[src/rtl/mmio_pkg.sv]
// Shared types and defaults for the MMIO initiator and its slot bus.
package mmio_pkg;
   localparam int SLOT_OFF_W         = 8;
   localparam int DEF_NUM_SLOTS      = 4;
   localparam int DEF_TIMEOUT_CYCLES = 255;

   typedef enum logic [1:0] {
      RESP_OK      = 2'b00,
      RESP_SLVERR  = 2'b01,
      RESP_DECERR  = 2'b10,
      RESP_TIMEOUT = 2'b11
   } resp_err_e;

   typedef enum logic [1:0] {
      ST_IDLE,
      ST_ACCESS,
      ST_COMPLETE,
      ST_RESP
   } state_e;
endpackage

[src/rtl/mmio_timeout_counter.sv]
// Counts ACCESS cycles; expired fires on the cycle the count reaches TIMEOUT_CYCLES.
module mmio_timeout_counter #(
   parameter int TIMEOUT_CYCLES = 255
) (
   input  logic clk,
   input  logic arst_n,
   input  logic clear,
   input  logic enable,
   output logic expired
);
   logic [7:0] count;

   // Saturating cycle counter, cleared on each new access.
   always_ff @(posedge clk) begin
      if (!arst_n || clear)
         count <= '0;
      else if (enable && count != 8'hFF)
         count <= count + 8'd1;
   end

   // The current cycle is the (count+1)-th enabled cycle.
   assign expired = enable && ((9'({1'b0, count}) + 9'd1) >= 9'(TIMEOUT_CYCLES));
endmodule

[src/rtl/mmio_initiator.sv]
// Single-outstanding MMIO initiator: decodes a request to one slot, waits for
// completion or timeout, then returns one response.
module mmio_initiator
   import mmio_pkg::*;
#(
   parameter int NUM_SLOTS      = DEF_NUM_SLOTS,
   parameter int TIMEOUT_CYCLES = DEF_TIMEOUT_CYCLES
) (
   input  logic                        clk,
   input  logic                        arst_n,
   input  logic                        req_valid,
   output logic                        req_ready,
   input  logic                        req_write,
   input  logic [31:0]                 req_addr,
   input  logic [31:0]                 req_wdata,
   output logic                        resp_valid,
   input  logic                        resp_ready,
   output logic [31:0]                 resp_rdata,
   output logic [1:0]                  resp_err,
   output logic [NUM_SLOTS-1:0]        chip_select,
   output logic                        read,
   output logic                        write,
   output logic                        transaction_completed,
   output logic [SLOT_OFF_W-1:0]       addr,
   output logic [31:0]                 wr_data,
   input  logic [NUM_SLOTS-1:0][31:0]  slot_rd_data,
   input  logic [NUM_SLOTS-1:0]        slot_wr_done,
   input  logic [NUM_SLOTS-1:0]        slot_rd_done,
   input  logic [NUM_SLOTS-1:0]        slot_slave_error,
   input  logic [NUM_SLOTS-1:0]        slot_decode_error
);
   localparam int SW = $clog2(NUM_SLOTS);
   localparam int AW = SLOT_OFF_W + SW;

   state_e          state, state_nxt;
   resp_err_e       err_q, err_nxt;
   logic [31:0]     rdata_q, rdata_nxt;
   logic            wr_q;
   logic [AW-1:0]   addr_q;
   logic [31:0]     wdata_q;
   logic            load, bad_addr, hit, expired, cnt_clear, cnt_en, in_access;
   logic [SW-1:0]   slot;
   logic [NUM_SLOTS-1:0] one_hot;

   // Only offset + slot bits are kept; anything above them is a decode error.
   assign bad_addr  = |req_addr[31:AW];
   assign slot      = addr_q[AW-1:SLOT_OFF_W];
   assign hit       = slot_wr_done[slot] | slot_rd_done[slot] |
                      slot_slave_error[slot] | slot_decode_error[slot];
   assign in_access = (state == ST_ACCESS);

   mmio_timeout_counter #(.TIMEOUT_CYCLES(TIMEOUT_CYCLES)) u_timeout (
      .clk     (clk),
      .arst_n  (arst_n),
      .clear   (cnt_clear),
      .enable  (cnt_en),
      .expired (expired)
   );

   // Next-state and result capture; completion takes precedence over timeout.
   always_comb begin
      state_nxt = state;
      err_nxt   = err_q;
      rdata_nxt = rdata_q;
      load      = 1'b0;
      cnt_clear = 1'b0;
      cnt_en    = 1'b0;
      case (state)
         ST_IDLE: begin
            if (req_valid) begin
               load = 1'b1;
               if (bad_addr) begin
                  state_nxt = ST_RESP;
                  err_nxt   = RESP_DECERR;
                  rdata_nxt = '0;
               end else begin
                  state_nxt = ST_ACCESS;
                  cnt_clear = 1'b1;
               end
            end
         end
         ST_ACCESS: begin
            cnt_en = 1'b1;
            if (hit) begin
               state_nxt = ST_COMPLETE;
               if (slot_decode_error[slot]) begin
                  err_nxt   = RESP_DECERR;
                  rdata_nxt = '0;
               end else if (slot_slave_error[slot]) begin
                  err_nxt   = RESP_SLVERR;
                  rdata_nxt = '0;
               end else begin
                  err_nxt   = RESP_OK;
                  rdata_nxt = wr_q ? 32'h0 : slot_rd_data[slot];
               end
            end else if (expired) begin
               state_nxt = ST_COMPLETE;
               err_nxt   = RESP_TIMEOUT;
               rdata_nxt = '0;
            end
         end
         ST_COMPLETE: state_nxt = ST_RESP;
         ST_RESP:     if (resp_ready) state_nxt = ST_IDLE;
         default:     state_nxt = ST_IDLE;
      endcase
   end

   // State, request and response registers.
   always_ff @(posedge clk) begin
      if (!arst_n) begin
         state   <= ST_IDLE;
         err_q   <= RESP_OK;
         rdata_q <= '0;
         wr_q    <= 1'b0;
         addr_q  <= '0;
         wdata_q <= '0;
      end else begin
         state   <= state_nxt;
         err_q   <= err_nxt;
         rdata_q <= rdata_nxt;
         if (load) begin
            wr_q    <= req_write;
            addr_q  <= req_addr[AW-1:0];
            wdata_q <= req_wdata;
         end
      end
   end

   // One-hot decode of the registered slot index.
   always_comb begin
      one_hot       = '0;
      one_hot[slot] = 1'b1;
   end

   // Slot-facing outputs come only from registers and are quiet outside ACCESS.
   assign chip_select           = in_access ? one_hot : '0;
   assign write                 = in_access &  wr_q;
   assign read                  = in_access & ~wr_q;
   assign addr                  = in_access ? addr_q[SLOT_OFF_W-1:0] : '0;
   assign wr_data               = in_access ? wdata_q : '0;
   assign transaction_completed = (state == ST_COMPLETE);
   assign req_ready             = (state == ST_IDLE);
   assign resp_valid            = (state == ST_RESP);
   assign resp_rdata            = rdata_q;
   assign resp_err              = err_q;
endmodule

[config.mk]
export PLATFORM = sky130hd
export DESIGN_NAME = mmio_initiator
export DESIGN_NICKNAME = d
export VERILOG_FILES = /design/src/rtl/mmio_pkg.sv /design/src/rtl/mmio_timeout_counter.sv /design/src/rtl/mmio_initiator.sv
export SDC_FILE = /design/constraint.sdc
export NUM_CORES = 1
export LEC_CHECK = 0
export ABC_AREA = 1
export ABC_CLOCK_PERIOD_IN_PS = 6000
export BUFFER_PORTS_ARGS = -buffer_cell sky130_fd_sc_hd__buf_2
export CAP_MARGIN = 30
export CELL_PAD_IN_SITES_DETAIL_PLACEMENT = 1
export CELL_PAD_IN_SITES_GLOBAL_PLACEMENT = 1
export CORE_UTILIZATION = 31
export CTS_CLUSTER_DIAMETER = 100
export CTS_CLUSTER_SIZE = 12
export DETAILED_ROUTE_END_ITERATION = 12
export PLACE_DENSITY = 0.93
export RECOVER_POWER = 25
export SETUP_SLACK_MARGIN = 0.4
export SLEW_MARGIN = 20
export SYNTH_ARGS = -nofsm -noshare
export SYNTH_HDL_FRONTEND = slang
export SYNTH_SLANG_ARGS = --single-unit
[constraint.sdc]
create_clock -name clk -period 6 [get_ports clk]
set_clock_uncertainty 0.15 [all_clocks]
set_input_delay 0.9 -clock clk [delete_from_list [all_inputs] [get_ports clk]]
set_output_delay 0.9 -clock clk [all_outputs]
set_load 0.05 [all_outputs]
==> summary.txt <==
Timing
  • Final Setup Violations: 0
  • Worst setup margin: 2.26 ns
  • Minimum clock period: 3.74 ns
  • Final setup TNS: 0 ns
  • FMAX: 0.267 GHz
  • Tightest Pin Transition: 1.86 ns
  • RSZ-0062 raised after global routing: false
  • Final slew viol count: 90
  • Final period utilization: 0.623
  • Slew headroom: -0.242
  • Final hold vios: 0

Setup path
  • Crit path required time: 6.08 ns
  • Max FO, Critical Path: 48
  • Crit. End Element: flip-flop
  • R2R Path End: wdata_q[14]
  • Worst setup SP type: flip-flop
  • Arr. time, crit path: 3.82 ns
  • Setup CP Type: reg2reg
  • Worst reg2reg path depth: 8
  • FF-to-FF Start: state[0]
  • Register-to-register setup slack: 2.26 ns

Global routing
  • First-pass GRT wire length: 31,200 microns
  • Grt total ovfl: 0
  • Tot GR Track Use: 0.218
  • Initial antenna violation count: 1
  • Number of global-route vias before repair: 6,615
  • Largest net degree at the start of global routing: 49

Synthesis
  • Synth cell count leaders: nand2_1 (315), nor2_1 (211), inv_1 (125)
  • Synth cell types: 27
  • Synth area leaders: dfxtp_1 (32%), nand2_1 (22%), nor2_1 (15%), inv_1 (8.6%), o21ai_0 (4.2%)
  • Sequential cell area fraction in the yosys report: 0.319
  • YS warnings: 0
  • Yosys reg bits: 87
  • EDFF count, synth: 0
  • Cell accounting for the most synthesized area: dfxtp_1
  • Synthesized area: 0.00546 sq mm
  • Dominant synthesized flop cell: dfxtp_1
  • Syn_nets: 1,180
  • Syn Inst Count: 961
  • Synth async-reset ratio: 0
  • Most common cell in the netlist: nand2_1
  • Synth top area share: 0.319
  • Avg Cell Area, Syn: 5.68 sq um

Clock tree
  • Longest Clk Path Bufs: 2
  • Num Clock Sinks: 87
  • Clock Latency Late Sink: 0.35 ns
  • Setup Buffers After CTS: 0
  • Clk slew on worst S/H paths: 0.07 ns
  • Cts hold-fix bufs: 0
  • Number of CTS-inserted buffers: 9
  • Post-CTS sizing: 0
  • Clock root buffer master: clkbuf_16
  • CTS HTree Levels: 3
  • TritonCTS clock tree: yes

Run
  • Max-cap violations: 2

Cells and area
  • Area grow syn2layout: 32.6%
  • Layout Nets: 1,436
  • Share of cells above drive strength 1: 0.241
  • Post-layout util: 0.420
  • Final Non-Filler Cells: 1,448

Floorplanning
  • Initial Utilization: 0.317
  • Die Width: 135 microns
  • Die Footprint: 0.0181 sq mm
  • I/O pins: 296
  • Chip height: 135 microns
  • Row count: 48
  • CORE AREA: 0.0172 sq mm

Worst hold path
  • Sink of the worst hold path: wdata_q[3]
  • Hold Path Cell Cnt: 2
  • Worst hold path type: reg2reg
  • Hold_sp: wdata_q[3]

Route
  • Routed WL: 19,900 microns
  • Vias: 6,670
  • Drt pass-1 iters: 4
  • DR iter-0 viols: 217
  • Remaining DRCs: 0
  • Number of vias per cell: 4.61
  • Routed Antenna Nets: 0
  • Wire length per cell: 13.7 microns

Placement
  • RD Place Congestion: 0.825
  • DP HPWL: 15,100 microns
  • Place WS: 2.42 ns
  • Port buffer count: 295
  • Dpl cells: 1,430

Pwr
  • Power, Total: 3.72 mW
  • Peak supply drop: 0.000315 V
  • Leak Pwr: 4.18 nW
  • Cell Pwr Density: 514 mW/mm^2

Status
  • Failing checks: capacitance limit, slew limit
  • Outcome: finished with violations
[power breakdown]
group / internal (mW) / switching [mW] / leakage (nW)
Sequential: 0.801 / 0.153 / 0.718
Combinational: 0.566 / 1.65 / 3.33
Clock: 0.290 / 0.258 / 0.140
[cell type report]
type	instances	area, sq um
Multi-Input combinational cell	691	2970
Tap cell	225	282
Sequential cell	87	1740
Inverter	129	484
Fill cell	2445	10000
Timing Repair Buffer	299	1460
Clock buffer	9	225
Clock inverter	7	65.1
Antenna cell	1	2.50
[flip-flops by register name, summed over array words and instances, names as in the netlist]
name / cells
resp_err: 2
wdata_q: 32
state: 2
resp_rdata: 32
addr_q: 10
u_timeout.count: 8
wr_q: 1
[routing by layer]
metal / routed length (microns) / track usage / part of all wire
met5: 0 / 0 / 0
met3: 1200 / 0.0597 / 0.060
met2: 10600 / 0.421 / 0.53
met4: 212 / 0.0556 / 0.011
met1: 7910 / 0.229 / 0.40
[cell families (layout without fill, tap and decap cells)]
kind of cell | after synthesis | after routing | synth area share
adders and majority gates | 6 | 6 | 0.0138
and+or+nand+nor | 601 | 601 | 0.445
DFF | 87 | 87 | 0.319
AOI/OAI and AO/OA | 84 | 84 | 0.0853
buffers and inverters | 183 | 444 | 0.137
other | 0 | 1 | 0
[metrics by stage]
step	area, sq um	hold WS [ns]
6_report	7230	0.337
5_1_grt	7230	0.354
4_1_cts	7270	0.341
3_5_place_dp	6980	0.322
3_3_place_gp	6980	0.311
2_1_floorplan	5460	0.301
[critical path, cell delays in order (launching register included)]
cell and delay [ns]:
dfxtp_1 0.37, inv_1 0.10, ha_1 0.32, nand2_1 0.10, clkbuf_1 1.33, inv_1 0.11, clkbuf_1 0.71, nor2_1 0.34
nor2_1 0.08
[placed cells by master, fill, tap and decap left out, types with 10 or more instances in the layout]
cell type,count
a21oi_1,18
a22oi_1,10
buf_2,261
clkbuf_1,36
dfxtp_1,87
inv_1,125
nand2_1,315
nand3_1,37
nand4_1,26
nor2_1,211
o21ai_0,46
[worst max-delay path by stage]
stage,endpoint,from
after detailed placement,resp_rdata[31],state[1]
final,wdata_q[14],state[0]
after floorplan,chip_select[1],state[1]
after global routing,addr_q[0],state[0]
after global placement,resp_rdata[20],state[1]
after CTS,chip_select[2],state[1]
No activity file was read; power rests on OpenSTA's default activity.
